### src/rtl/rate_sequencer.sv
// Rate table sequencer feeding the PWM divider's rate input.
// Optional `RATE_SEQ_SKIP_EN: slots with a zero rate are skipped.
module rate_sequencer #(
  parameter int RATE_W    = 24,
  parameter int DWELL_W   = 24,
  parameter int DEF_RATE0 = 1388,
  parameter int DEF_RATE1 = 1249,
  parameter int DEF_RATE2 = 1332,
  parameter int DEF_RATE3 = 1388,
  parameter int DEF_DWELL = 1000000
) (
  input  logic               clk,
  input  logic               reset,
  input  logic               cfg_we,
  input  logic [1:0]         cfg_addr,
  input  logic [RATE_W-1:0]  cfg_rate,
  input  logic [DWELL_W-1:0] cfg_dwell,
  input  logic               start,
  input  logic               stop,
  input  logic               loop_en,
  output logic [RATE_W-1:0]  rate,
  output logic [1:0]         slot,
  output logic               active,
  output logic               rate_update,
  output logic               done
);

  typedef enum logic {IDLE, RUN} state_t;

  state_t             state_q, state_d;
  logic [RATE_W-1:0]  rate_tab  [4];
  logic [DWELL_W-1:0] dwell_tab [4];
  logic [DWELL_W-1:0] cnt_q, cnt_d;
  logic [RATE_W-1:0]  rate_d;
  logic [1:0]         slot_d;
  logic               upd_d, done_d;
  logic [3:0]         en;
  logic               hi_found, lo_found;
  logic [1:0]         hi_idx, lo_idx;
  logic               enter;
  logic [1:0]         tgt;

  always_ff @(posedge clk) begin
    if (reset) begin
      rate_tab[0] <= RATE_W'(DEF_RATE0);
      rate_tab[1] <= RATE_W'(DEF_RATE1);
      rate_tab[2] <= RATE_W'(DEF_RATE2);
      rate_tab[3] <= RATE_W'(DEF_RATE3);
      for (int i = 0; i < 4; i++)
        dwell_tab[i] <= DWELL_W'(DEF_DWELL);
    end else if (cfg_we) begin
      rate_tab[cfg_addr]  <= cfg_rate;
      dwell_tab[cfg_addr] <= cfg_dwell;
    end
  end

`ifdef RATE_SEQ_SKIP_EN
  always_comb begin
    en = '0;
    for (int i = 0; i < 4; i++)
      en[i] = (rate_tab[i] != '0);
  end
`else
  assign en = 4'hf;
`endif

  // hi: lowest enabled slot above the current one; lo: lowest overall
  always_comb begin
    hi_found = 1'b0;
    hi_idx   = 2'd0;
    lo_found = 1'b0;
    lo_idx   = 2'd0;
    for (int i = 3; i >= 0; i--) begin
      if (en[i] && (i > int'(slot))) begin
        hi_found = 1'b1;
        hi_idx   = 2'(i);
      end
      if (en[i]) begin
        lo_found = 1'b1;
        lo_idx   = 2'(i);
      end
    end
  end

  always_comb begin
    state_d = state_q;
    rate_d  = rate;
    slot_d  = slot;
    cnt_d   = cnt_q;
    upd_d   = 1'b0;
    done_d  = 1'b0;
    enter   = 1'b0;
    tgt     = slot;
    unique case (state_q)
      IDLE: begin
        if (start && !stop && lo_found) begin
          enter = 1'b1;
          tgt   = lo_idx;
        end
      end
      RUN: begin
        unique case (1'b1)
          stop: state_d = IDLE;
          (!stop && cnt_q != '0): cnt_d = cnt_q - 1'b1;
          (!stop && cnt_q == '0 && hi_found): begin
            enter = 1'b1;
            tgt   = hi_idx;
          end
          (!stop && cnt_q == '0 && !hi_found
            && loop_en && lo_found): begin
            enter = 1'b1;
            tgt   = lo_idx;
          end
          default: begin
            state_d = IDLE;
            done_d  = 1'b1;
          end
        endcase
      end
      default: state_d = IDLE;
    endcase
    if (enter) begin
      state_d = RUN;
      slot_d  = tgt;
      rate_d  = rate_tab[tgt];
      cnt_d   = dwell_tab[tgt];
      upd_d   = 1'b1;
    end
  end

  always_ff @(posedge clk) begin
    if (reset) begin
      state_q     <= IDLE;
      rate        <= RATE_W'(DEF_RATE0);
      slot        <= 2'd0;
      cnt_q       <= '0;
      rate_update <= 1'b0;
      done        <= 1'b0;
    end else begin
      state_q     <= state_d;
      rate        <= rate_d;
      slot        <= slot_d;
      cnt_q       <= cnt_d;
      rate_update <= upd_d;
      done        <= done_d;
    end
  end

  assign active = (state_q == RUN);

endmodule

### config.mk
export PLATFORM = sky130hd
export DESIGN_NAME = rate_sequencer
export DESIGN_NICKNAME = d
export VERILOG_FILES = /design/src/rtl/rate_sequencer.sv
export SDC_FILE = /design/constraint.sdc
export NUM_CORES = 1
export LEC_CHECK = 0
export ABC_CLOCK_PERIOD_IN_PS = 7200
export CORE_ASPECT_RATIO = 1.25
export CORE_MARGIN = 1.5
export CORE_UTILIZATION = 45
export DETAILED_ROUTE_END_ITERATION = 8
export HOLD_SLACK_MARGIN = 0.08
export PLACE_DENSITY_LB_ADDON = 0.2
export SKIP_CTS_REPAIR_TIMING = 1
export SLEW_MARGIN = 20
export SYNTH_ARGS = -nofsm -noshare
export SYNTH_HDL_FRONTEND = slang
export SYNTH_SLANG_ARGS = --single-unit
### constraint.sdc
create_clock -name clk -period 7.2 [get_ports clk]
set_input_delay 1.44 -clock clk [delete_from_list [all_inputs] [get_ports clk]]
set_output_delay 1.44 -clock clk [all_outputs]
set_load 0.005 [all_outputs]
# After elaboration in Yosys (flattened, before gate mapping)
# Memories as Yosys holds them, arrays and structs flattened. A register that Yosys moved wholly into a read port is not among the register bits.
# Index checks and enable logic that the tools add are counted.
classes:
  addsub: 1
  mul: 0
  div: 0
  n_lt_le_gt_ge: 3
  eq_ne: 0
  shift: 0
  n_mux: 31
  bitwise: 1
  n_reduce_logical: 19
op_table:
  columns: ["cell", "count"]
  rows:
  - ["two-way mux 24 bit", 5]
  - ["OR reduction 24 bit", 2]
  - ["zero test 24 bit", 1]
  - ["nonzero test 24 bit", 1]
  - ["subtractor 24 x 1 -> 24 bit (second input constant)", 1]
  - ["two-way mux 1 bit", 17]
  - ["two-way mux 2 bit", 6]
  - ["one-hot mux 2 bit (2 select lines)", 2]
  - ["logical AND 1 bit", 6]
  - ["> comparator 2 bit (first input constant)", 2]
  - ["nonzero test 2 bit", 2]
  - ["OR reduction 2 bit", 2]
  - ["OR reduction 4 bit", 1]
  - ["OR reduction 3 bit", 1]
  - ["> comparator 1 x 2 -> 1 bit (first input constant)", 1]
  - ["zero test 1 bit", 2]
  - ["one-hot mux 1 bit (2 select lines)", 1]
  - ["AND reduction 2 bit", 1]
  - ["inverter 1 bit", 1]
totals:
  regBits: 29
  latchBits: 0
  mem_bits_rw: 192
  mem_bits_ro: 0
  input_bits: 56
  elab_cells: 62
  mem_count: 2
memory_table:
  columns: ["name", "depth", "width", "rd", "rd_ports_with_merged_regs", "write_ports", "line_no", "rtl"]
  rows:
  - ["dwell_tab", 4, 24, 1, 0, 4, "32", "logic [DWELL_W-1:0] dwell_tab [4];"]
  - ["rate_tab", 4, 24, 1, 1, 4, "31", "logic [RATE_W-1:0] rate_tab [4];"]

# Depth between registers and ports, before layout
logic_depth:
  word_depth: 12
  ltp_mapped: 11
  depth_no_buf: 8

# Worst setup path before layout
# OpenSTA, ideal clock, no wires.
synth_path:
  path_type: "input to register"
  startpoint: "in stop"
  endpoint: "reg cnt_q[22]"
  setup_time_ps: 151
  arrival_time_ps: 3235
  path_slack_ps: 3814
  stages: 8
  n_path_buf: 2
  cell_sequence: "clkbuf_1 > o21ba_2 > clkbuf_1 > nand2_1 > a2111oi_0 > nand2_1 > a221oi_1 > a2111oi_2"
synth_between:
  elab_chain_len: 9
  word_cells_on_any_way: 19
  classes_between: "mux (7); reduce/logical (11); memory (1)"
synth_rtl:
  columns: ["element", "line_no", "rtl"]
  rows:
  - ["start, declared", "19", "input logic stop,"]
  - ["zero test 1 bit *", null, null]
  - ["branches (longest 8 deep; another with memory (4 x 24 bit))", null, null]
  - ["end signal, assigned", "143", "cnt_q <= cnt_d;"]
  - ["end, declared", "33", "logic [DWELL_W-1:0] cnt_q, cnt_d;"]
# Mark *: on every way between the ends.
# A chain may end at the register's enable or synchronous reset.

# Worst setup path in the final report
layout_path:
  startpoint: "reg cnt_q[6]"
  endpoint: "reg rate[0] (read register of rate_tab)"
layout_between:
  elab_chain_len: 7
  word_cells_on_any_way: 10
  classes_between: "mux (4); reduce/logical (6)"
layout_rtl:
  columns: ["element", "line_no", "rtl"]
  rows:
  - ["zero test 24 bit *", "105, 109", null]
  - ["logical AND 1 bit *", "105, 109", null]
  - ["logical AND 1 bit", "109", "(!stop && cnt_q == '0 && !hi_found"]
  - ["logical AND 1 bit", "110", "&& loop_en && lo_found): begin"]
  - ["OR reduction 2 bit (no source line)", null, null]
  - ["two-way mux 1 bit", "102", "unique case (1'b1)"]
  - ["one-hot mux 1 bit (2 select lines)", "94", "unique case (state_q)"]
  - ["end, declared", "21", "output logic [RATE_W-1:0] rate,"]
# Every way passes the cells marked *; elsewhere a longest branch is shown, timed or not.

==> results_dict.tcl <==
set metrics [dict create \
    outcome "completed" \
    relSlewSlack_pct 24.1 \
    worstReg2RegStart "cnt_q[6]" \
    first_iter_violations 620 \
    setup_violations 0 \
    final_common_cell "edfxtp_1" \
    clkSlewWorstSetupHoldPaths_ns 0.06 \
    leakage_nw 4.76 \
    p_seq_share_pct 51.3 \
    multi_input_area_sq_um 4320 \
    tightest_slew_ns 1.13 \
    critPathCaptureType "flop" \
    ant_nets 0 \
    vias_per_cell 5.91 \
    antenna_found_initial 0 \
    clk_latency_ns 0.52 \
    core_sq_um 25000 \
    cp_max_fo 51 \
    synthArstFlopShare_pct 0 \
    grt_max_degree 52 \
    grt-ovfl-total 0 \
    area_growth_pct 17.3 \
    die_x_um 145 \
    clockPowerShare_pct 38.3 \
    maxSlewViolCount 0 \
    ios 85 \
    worstHoldStart "rate[17]" \
    p_sw_share_pct 24.0 \
    initial_utilization_pct 45.6 \
    rsz0062_at_grt "false" \
    rows 65 \
    synth_edf_count 192 \
    p_sw_uw 792 \
    r2r_end "rate[0]" \
    synthCells 918 \
    ys_seq_area_share_pct 59.8 \
    h-tree-depth 1 \
    drive_gt1_share_pct 8.84 \
    num-nets-final 1039 \
    cap_violations 0 \
    synth_nets 979 \
    die_area_sq_um 26300 \
    numCtsBuffers 25 \
    seq_area_sq_um 6830 \
    ys_ff_latch 245 \
    tritoncts "built" \
    hold_violations 0 \
    drtPass1Iterations 5 \
    clockBufferDepth 3 \
    chipHeight_um 181 \
    via_count 7864 \
    root_buffer "clkbuf_16" \
    min_path_type "flop to flop" \
    syn_area_per_cell_sq_um 12.4 \
    whs_path_depth 1 \
    io_buffers 84 \
    grt_pass1_vias 8005 \
    antennaDiodeCount 0 \
    p_int_mw 2.51 \
    cts.sinks 245 \
    synthFlopType "edfxtp_1" \
    wl_um 29900 \
    final_cell_mix "192 x edfxtp_1, 143 x and2_1, 84 x clkdlybuf4s50_1" \
    fin_util_pct 53.4 \
    combPwrFrac_pct 10.4 \
    worstPathArrival_ns 4.96 \
    rr_worst_depth 8 \
    max_freq_mhz 219 \
    r2r_slack_ns 2.64 \
    dp_hpwl_um 18400 \
    hold_end "rate[17]" \
    path_class "flop to flop" \
    vdd_ir_drop_max_uv 157 \
    fin_crit_sh_pct 63.3 \
    track_usage_pct 22.5 \
    powerDensity_nw_per_um2 247 \
    finClkSkew_ns 0.00774 \
    drc_errors 0 \
    ys_warn_count 0 \
    min_period_ns 4.56 \
    place_congestion 0.917 \
    wl_per_cell_um 22.5 \
    required_ns 7.60 \
    synth_cell_types 65 \
    syn-cell-area_sq_um 11400 \
    tns_ns 0 \
    grt_pass1_wl_um 45900 \
    fillers 2182 \
    start_kind "flop" \
]
Yosys cell counts, types with 3 or more instances:
master | instances | area (sq um)
edfxtp_1 | 192 | 5770
and2_1 | 144 | 901
clkbuf_1 | 55 | 206
dfxtp_1 | 53 | 1060
nand2b_1 | 52 | 325
a211oi_1 | 33 | 248
mux2i_1 | 30 | 300
nand4_1 | 29 | 181
a21oi_1 | 28 | 140
o31ai_1 | 25 | 188
o31a_1 | 20 | 175
a221o_1 | 18 | 180
mux2_1 | 18 | 203
o211ai_1 | 18 | 135
nand2_1 | 16 | 60.1
nor3_1 | 16 | 80.1
nand3_1 | 13 | 65.1
o21ai_0 | 13 | 65.1
inv_1 | 12 | 45.0
nor2_1 | 11 | 41.3
xor2_1 | 10 | 87.6
nor3b_1 | 9 | 67.6
buf_2 | 8 | 40.0
nor4_1 | 7 | 43.8
a21o_1 | 5 | 37.5
ha_1 | 5 | 62.6
or2_2 | 5 | 31.3
a2111oi_0 | 4 | 35.0
a221oi_1 | 4 | 35.0
or3_1 | 4 | 25.0
or4_1 | 4 | 30.0
and4_1 | 3 | 26.3
buf_6 | 3 | 33.8
o21a_1 | 3 | 22.5
xnor2_1 | 3 | 26.3
sequential cells by signal, indices dropped and copies added, names as in the netlist:
signal,cells
done,1
cnt_q,24
rate_tab,96
slot,2
rate,24
dwell_tab,96
active,1
rate_update,1
final cells by class:
type / instances / share of cell area (%)
Clock buffer: 35 / 5.10
Clock inverter: 9 / 0.738
Inverter: 12 / 0.336
Multi-Input combinational cell: 593 / 32.3
Sequential cell: 245 / 51.0
Tap cell: 335 / 3.13
Timing Repair Buffer: 101 / 7.42
metrics by stage:
stage	setup WS, ns	hold slack [ns]	instances	power, mW	instance area [sq um]
final	2.64	0.495	1330	3.30	13400
after global routing	2.36	0.515	1330	3.40	13400
after CTS	2.64	0.498	1330	3.31	13400
after detailed placement	2.19	0.480	1286	2.07	12600
after global placement	2.31	0.488	1285	2.06	12600
after floorplan	3.81	0.482	918	1.91	11400
layer usage:
metal	vias up	global-route usage (%)	share of wire, %
met1	3936	27.6	40
met4	0	7.96	3.1
met2	270	40.8	51
met5	-	0	0
met3	59	2.60	5.5
li1	3599	-	-
kinds of logic after synthesis:
group | synth area share (%)
simple gates | 18.1
flops | 59.8
compound gates | 13.0
buf+inv | 2.98
mux | 4.51
xor+xnor | 0.998
fa+ha+maj | 0.548
worst max-delay path, stage by stage, from the launching register on:
cell	delay (ns)
dfxtp_1	0.39
nor3_1	0.58
nand4_1	0.64
o311a_1	0.54
buf_4	0.27
nor3_4	0.83
buf_12	0.40
mux2_1	0.37
a221o_1	0.32
worst max-delay path by stage:
stage,startpoint,end,cells past startpoint
final,cnt_q[6],rate[0],8
after global routing,cnt_q[6],rate[0],8
after CTS,cnt_q[20],rate[0],8
after detailed placement,stop,rate[1],9
after global placement,loop_en,rate[1],9
after floorplan,stop,cnt_q[22],8
power by group through the flow:
stage | combinational (mW) | clock (mW) | sequential [mW]
floorplan | 0.207 | 0 | 1.70
global placement | 0.339 | 0 | 1.72
detailed placement | 0.343 | 0 | 1.72
CTS | 0.345 | 1.28 | 1.69
global route | 0.375 | 1.32 | 1.70
finish | 0.344 | 1.26 | 1.69
(Power assumes the default switching activity.)
==> variant 1 (same settings) <==
Remove the register `done`: a continuous assignment takes its place, so the output `done` follows one clock earlier.
--- a/src/rtl/rate_sequencer.sv
+++ b/src/rtl/rate_sequencer.sv
@@ -136,5 +136,4 @@
       cnt_q       <= '0;
       rate_update <= 1'b0;
-      done        <= 1'b0;
     end else begin
       state_q     <= state_d;
@@ -143,7 +142,8 @@
       cnt_q       <= cnt_d;
       rate_update <= upd_d;
-      done        <= done_d;
     end
   end
+
+  assign done = done_d;
 
   assign active = (state_q == RUN);
Check against the original RTL: not equivalent (Yosys sat finds a counterexample within 10 cycles, from zero or initial values and one cycle with reset high).
==> variant 1 against the original RTL <==
Wire length fell by 8.3%; design area fell by 0.89%; sequential cell count fell by 1; sequential share of layout area rose by 0.31 points; register-to-register slack improved by 0.54 ns; power rose by 4.0%; setup slack got worse by 0.20 ns; synthesized area fell by 1.6%; largest power group unchanged; highest routed layer unchanged.
==> variant 1: results (changes against the original RTL) <==
[route]
drtIter0Drc = 457  ; was 620
wire_per_inst_um = 20.67  ; was 22.47 µm
first_pass_iters = 5  ; unchanged
via_per_inst = 5.610  ; was 5.913

[outcome]
outcome = complete, no violations  ; unchanged

[setup_path]
endpoint_kind = primary output  ; was register
max_stage_delay_ns = 0.63  ; was 0.83 ns
startpoint = stop  ; was cnt_q[6]$_SDFFE_PP0P_
worstPathArrival_ns = 3.32  ; was 4.96 ns
crit_family = buffers and inverters  ; was simple AND/OR/NAND/NOR gates
worstReg2RegStart = cnt_q[0]$_SDFFE_PP0P_  ; was cnt_q[6]$_SDFFE_PP0P_
crit_slowest_cell = clkdlybuf4s50_1  ; was nor3_4

[clocking]
cts_buffers = 26  ; was 25
cts_root_buffer = clkbuf_16  ; unchanged

[placed_design]
post-dp-hpwl_mm = 15.82  ; was 18.42 mm
post_dp_cell_area_mm2 = 0.01236  ; was 0.01260 mm²
gp_congestion = 0.8580  ; was 0.9170
dp_slack_ns = 2.037  ; was 2.190 ns

[grt]
grt_max_degree = 49  ; was 52
antenna_found_initial = 0  ; unchanged
grt_pass1_wl_mm = 42.96  ; was 45.94 mm
grt_pass1_vias = 7633  ; was 8005

[logic_synthesis]
synth_seq_area_share = 0.6062  ; was 0.5982
ys_types = 63  ; was 65
synth_adder_area_share = 0.005572  ; was 0.005482
synth-compound-area-share = 0.1244  ; was 0.1300
synth-xor-area-share = 0.004680  ; was 0.009978
synthTopCellsByArea = edfxtp_1, dfxtp_1, and2_1  ; unchanged
synth.area.mux_share = 0.04279  ; was 0.04507
yosys-top-cells-count = edfxtp_1, and2_1, nand2b_1  ; was edfxtp_1, and2_1, clkbuf_1
synth_fp_nets = 967  ; was 979

[cells_and_area]
finalNetCount = 1037  ; was 1039
fillers = 2124  ; was 2182
drive_gt1_frac = 0.1004  ; was 0.08844

[sta]
worst_pin_slew_ns = 1.150  ; was 1.127 ns
finalClockSkew_ns = 0.01112  ; was 0.007742 ns

[power_and_ir_drop]
p_leak_nw = 4.578  ; was 4.765 nW

[worst_hold_path]
min_from = rate[16]$_SDFFE_PP0N_  ; was rate[17]$_SDFFE_PP0N_

variant 1: cell types whose count changed in the layout (fill, tap and decap cells not counted), sizes merged, moves of 19 or more:
cell / unedited run / this run
o21ai: 13 / 43
a21oi: 28 / 2
nand4: 29 / 4
a21o: 5 / 26
nand3: 14 / 34
mux2: 19 / 0
variant 1: worst register-to-register path, stage by stage (launching register included):
cell and delay (ns):
dfxtp_1 0.31, inv_1 0.14, ha_1 0.23, nor4b_1 0.40, nand4_2 0.46, o211ai_2 0.89
nand2_1 0.26, nand2_1 0.92, o221ai_1 0.26
variant 1: final cells by class:
class                           instances  area [µm²]  share of cell area
Timing Repair Buffer                   99       953.4             0.07185
Multi-Input combinational cell        598        4164              0.3138
Sequential cell                       244        6807              0.5130
Clock buffer                           33       708.2             0.05337
Clock inverter                         15       197.7             0.01490
Tap cell                              330       412.9             0.03112
Inverter                                7       26.28            0.001980
variant 1: path summary, 6_finish.rpt:
check | to | slack, ns | cells past startpoint
max reg2reg | cnt_q[19]$_SDFFE_PP0P_ | 3.18 | 8
min | rate[16]$_SDFFE_PP0N_ | 0.48 | 2
min reg2reg | rate[16]$_SDFFE_PP0N_ | 0.48 | 2
max | done | 2.44 | 4
variant 1: cell families (layout without fill, tap and decap cells):
family                     Yosys count  in the layout
DFF                                244            244
adders and majority gates            5              5
buffers and inverters               64            154
muxes                               48             48
xor gates and xnor gates             6              6
and+or+nand+nor                    349            349
AOI/OAI and AO/OA                  190            190
variant 1: power by group:
part	internal, mW	switching [mW]
clock	0.872	0.542
combinational	0.140	0.198
sequential	1.63	0.0495
variant 1: per-layer routing:
layer,part of all wire,wire [µm],GRT usage
met1,0.43,11850,0.2848
met3,0.042,1143,0.02291
met4,0.027,744,0.06505
met2,0.50,13680,0.3742
met5,0,0,0
variant 1: stage by stage:
stage / total power, mW / hold slack (ns) / instances
2_1_floorplan: 1.907 / 0.4671 / 906
3_3_place_gp: 2.040 / 0.4688 / 1278
3_5_place_dp: 2.046 / 0.4735 / 1278
4_1_cts: 3.452 / 0.4869 / 1326
5_1_grt: 3.550 / 0.5027 / 1326
6_report: 3.432 / 0.4823 / 1326
==> variant 2 (config.mk and constraints unchanged) <==
Made on the original files. `DEF_DWELL`: 1000000 -> 750000.
--- a/src/rtl/rate_sequencer.sv
+++ b/src/rtl/rate_sequencer.sv
@@ -8,5 +8,5 @@
   parameter int DEF_RATE2 = 1332,
   parameter int DEF_RATE3 = 1388,
-  parameter int DEF_DWELL = 1000000
+  parameter int DEF_DWELL = 750000
 ) (
   input  logic               clk,
Function: no difference found for any inputs over 4 cycles, from zero or initial values and one cycle with reset high; that may be too few to reach the edited logic, so the function may still have changed.
==> variant 2 against the original RTL <==
Worst hold slack worse by 0.042 ns; count of clock-buffer cells in the layout is 5 higher; synthesized area is 2.9% lower; power is 0.18% lower; sequential power hardly changed; combinational power is 2% lower; clock skew is 0.0031 ns higher; global-route usage is 0.44 points lower; sequential cell count stayed put; design area is 3.1% lower; setup slack worse by 0.14 ns; wire length is 7.8% lower; die area is 2.8% lower; critical endpoint is now cnt_q[4]$_SDFFE_PP0P_; largest cell class unchanged; largest power group unchanged.
==> variant 2: results (changes against the original RTL) <==
[clocking]
cts_root_buffer = clkbuf_16  ; unchanged
cts_buffers = 25  ; unchanged
clkTransAtPathRegs_ns = 0.06  ; about the same
h-tree-depth = 1  ; unchanged
clk_latency_ns = 0.53

[logic_synthesis]
synth_edf_count = 192  ; unchanged
synth_adder_area_share = 0.005643  ; was 0.005482
synth_seq_area_share = 0.6158  ; was 0.5982
yosys-top-cells-count = edfxtp_1, nand2_1, and2_1  ; was edfxtp_1, and2_1, clkbuf_1
ys_types = 57  ; was 65
ys_warn_count = 0  ; unchanged
synth_fp_nets = 1024  ; was 979
synth.area.mux_share = 0.04661  ; was 0.04507
synth-xor-area-share = 0.01501  ; was 0.009978
synth-compound-area-share = 0.05666  ; was 0.1300
synthTopCellsByArea = edfxtp_1, dfxtp_1, and2_1  ; unchanged

[grt]
grt.total_usage = 0.2208  ; was 0.2252
antenna_found_initial = 0  ; unchanged
grt_max_degree = 50  ; was 52
grt_pass1_wl_mm = 42.28  ; was 45.94 mm
grt_pass1_vias = 7481  ; was 8005

[cells_and_area]
finalNetCount = 1090  ; was 1039
antenna_cells = 0  ; unchanged
fillers = 2146  ; was 2182
drive_gt1_frac = 0.07252  ; was 0.08844
reg_top3 = dwell_tab: 96 flops, rate_tab: 96 flops  ; unchanged

[power_and_ir_drop]
p_leak_nw = 4.613  ; was 4.765 nW
vdd_drop_max_mv = 0.1746  ; was 0.1567 mV

[setup_path]
crit_slowest_cell = a21o_1  ; was nor3_4
max_stage_delay_ns = 0.87  ; was 0.83 ns
crit_fanout = 44  ; was 51
worstPathArrival_ns = 5.07  ; was 4.96 ns

[route]
wire_per_inst_um = 19.99  ; was 22.47 µm
drtIter0Drc = 508  ; was 620
via_per_inst = 5.369  ; was 5.913

[placed_design]
port_buffers = 84  ; unchanged
gp_congestion = 0.8920  ; was 0.9170
post-dp-hpwl_mm = 15.74  ; was 18.42 mm
dp_slack_ns = 1.962  ; was 2.190 ns

[sta]
setup_viol_count_final = 0  ; unchanged
finalClockSkew_ns = 0.01084  ; was 0.007742 ns
slew_headroom = 0.2587  ; was 0.2414

[worst_hold_path]
worstHoldPathType = register to register  ; unchanged

[outcome]
outcome = complete, no violations  ; unchanged

==> variant 2: cell count changes after synthesis, sizes merged, moves of 13 or more <==
cell	before	now
nand2	16	149
nand3	14	59
nand4	29	1
o31ai	25	2
o31a	22	0
a211oi	34	13
a221o	18	1
nor2	11	26
o211ai	18	3
clkbuf	55	42
nand2b	52	65
==> variant 2: area by class of cell <==
type	count	area, µm²	share of cell area
multi-input combinational	653	3971	0.3060
clock buffer	40	721.9	0.05564
clock inverter	6	80.08	0.006171
sequential	245	6827	0.5261
inverter	6	22.52	0.001736
timing repair buffer	98	940.9	0.07251
tap	330	412.9	0.03182
==> variant 2: kinds of logic after synthesis <==
group	Yosys count
AOI/OAI and AO/OA	97
xor gates and xnor gates	19
adders and majority gates	5
buffers and inverters	65
DFF	245
muxes	48
and+or+nand+nor	484
==> variant 2: critical path, delay by kind of cell <==
family          cells  cell delay (ns)
mux                 1             0.23
buf+inv             3             1.48
simple gates        4             0.76
compound gates      3             1.13
==> variant 2: stage by stage <==
stage | hold slack, ns | utilization | cell area [µm²] | total power, mW | instances
after global routing | 0.4741 | 0.5330 | 12980 | 3.412 | 1378
after detailed placement | 0.4434 | 0.5001 | 12170 | 2.055 | 1332
after global placement | 0.4416 | 0.5001 | 12170 | 2.050 | 1332
final | 0.4526 | 0.5330 | 12980 | 3.295 | 1378
after CTS | 0.4571 | 0.5330 | 12980 | 3.313 | 1378
after floorplan | 0.4483 | - | 11090 | 1.910 | 963
==> variant 2: path summary, 6_finish.rpt <==
path                                            start               endpoint  slack, ns  depth (start not counted)
worst max-delay path                             stop  cnt_q[4]$_SDFFE_PP0P_       2.50                         11
worst min-delay path             rate[0]$_SDFFE_PP0N_   rate[0]$_SDFFE_PP0N_       0.45                          2
worst max register to register  cnt_q[7]$_SDFFE_PP0P_  cnt_q[4]$_SDFFE_PP0P_       2.85                         10
worst min register to register   rate[0]$_SDFFE_PP0N_   rate[0]$_SDFFE_PP0N_       0.45                          2
==> variant 2: report_power, final <==
group          internal (mW)  total (mW)  switching (mW)
registers               1.64        1.69          0.0514
logic                  0.141       0.336           0.195
clock network          0.729        1.27           0.541
==> variant 2: metal layers <==
| layer | up-vias | track usage | wire length (µm) |
|---|---|---|---|
| met4 | 0 | 0.08078 | 808 |
| met1 | 3664 | 0.2647 | 11120 |
| li1 | 3513 | - | - |
| met2 | 171 | 0.4038 | 14480 |
| met5 | - | 0 | 0 |
| met3 | 50 | 0.02685 | 1143 |
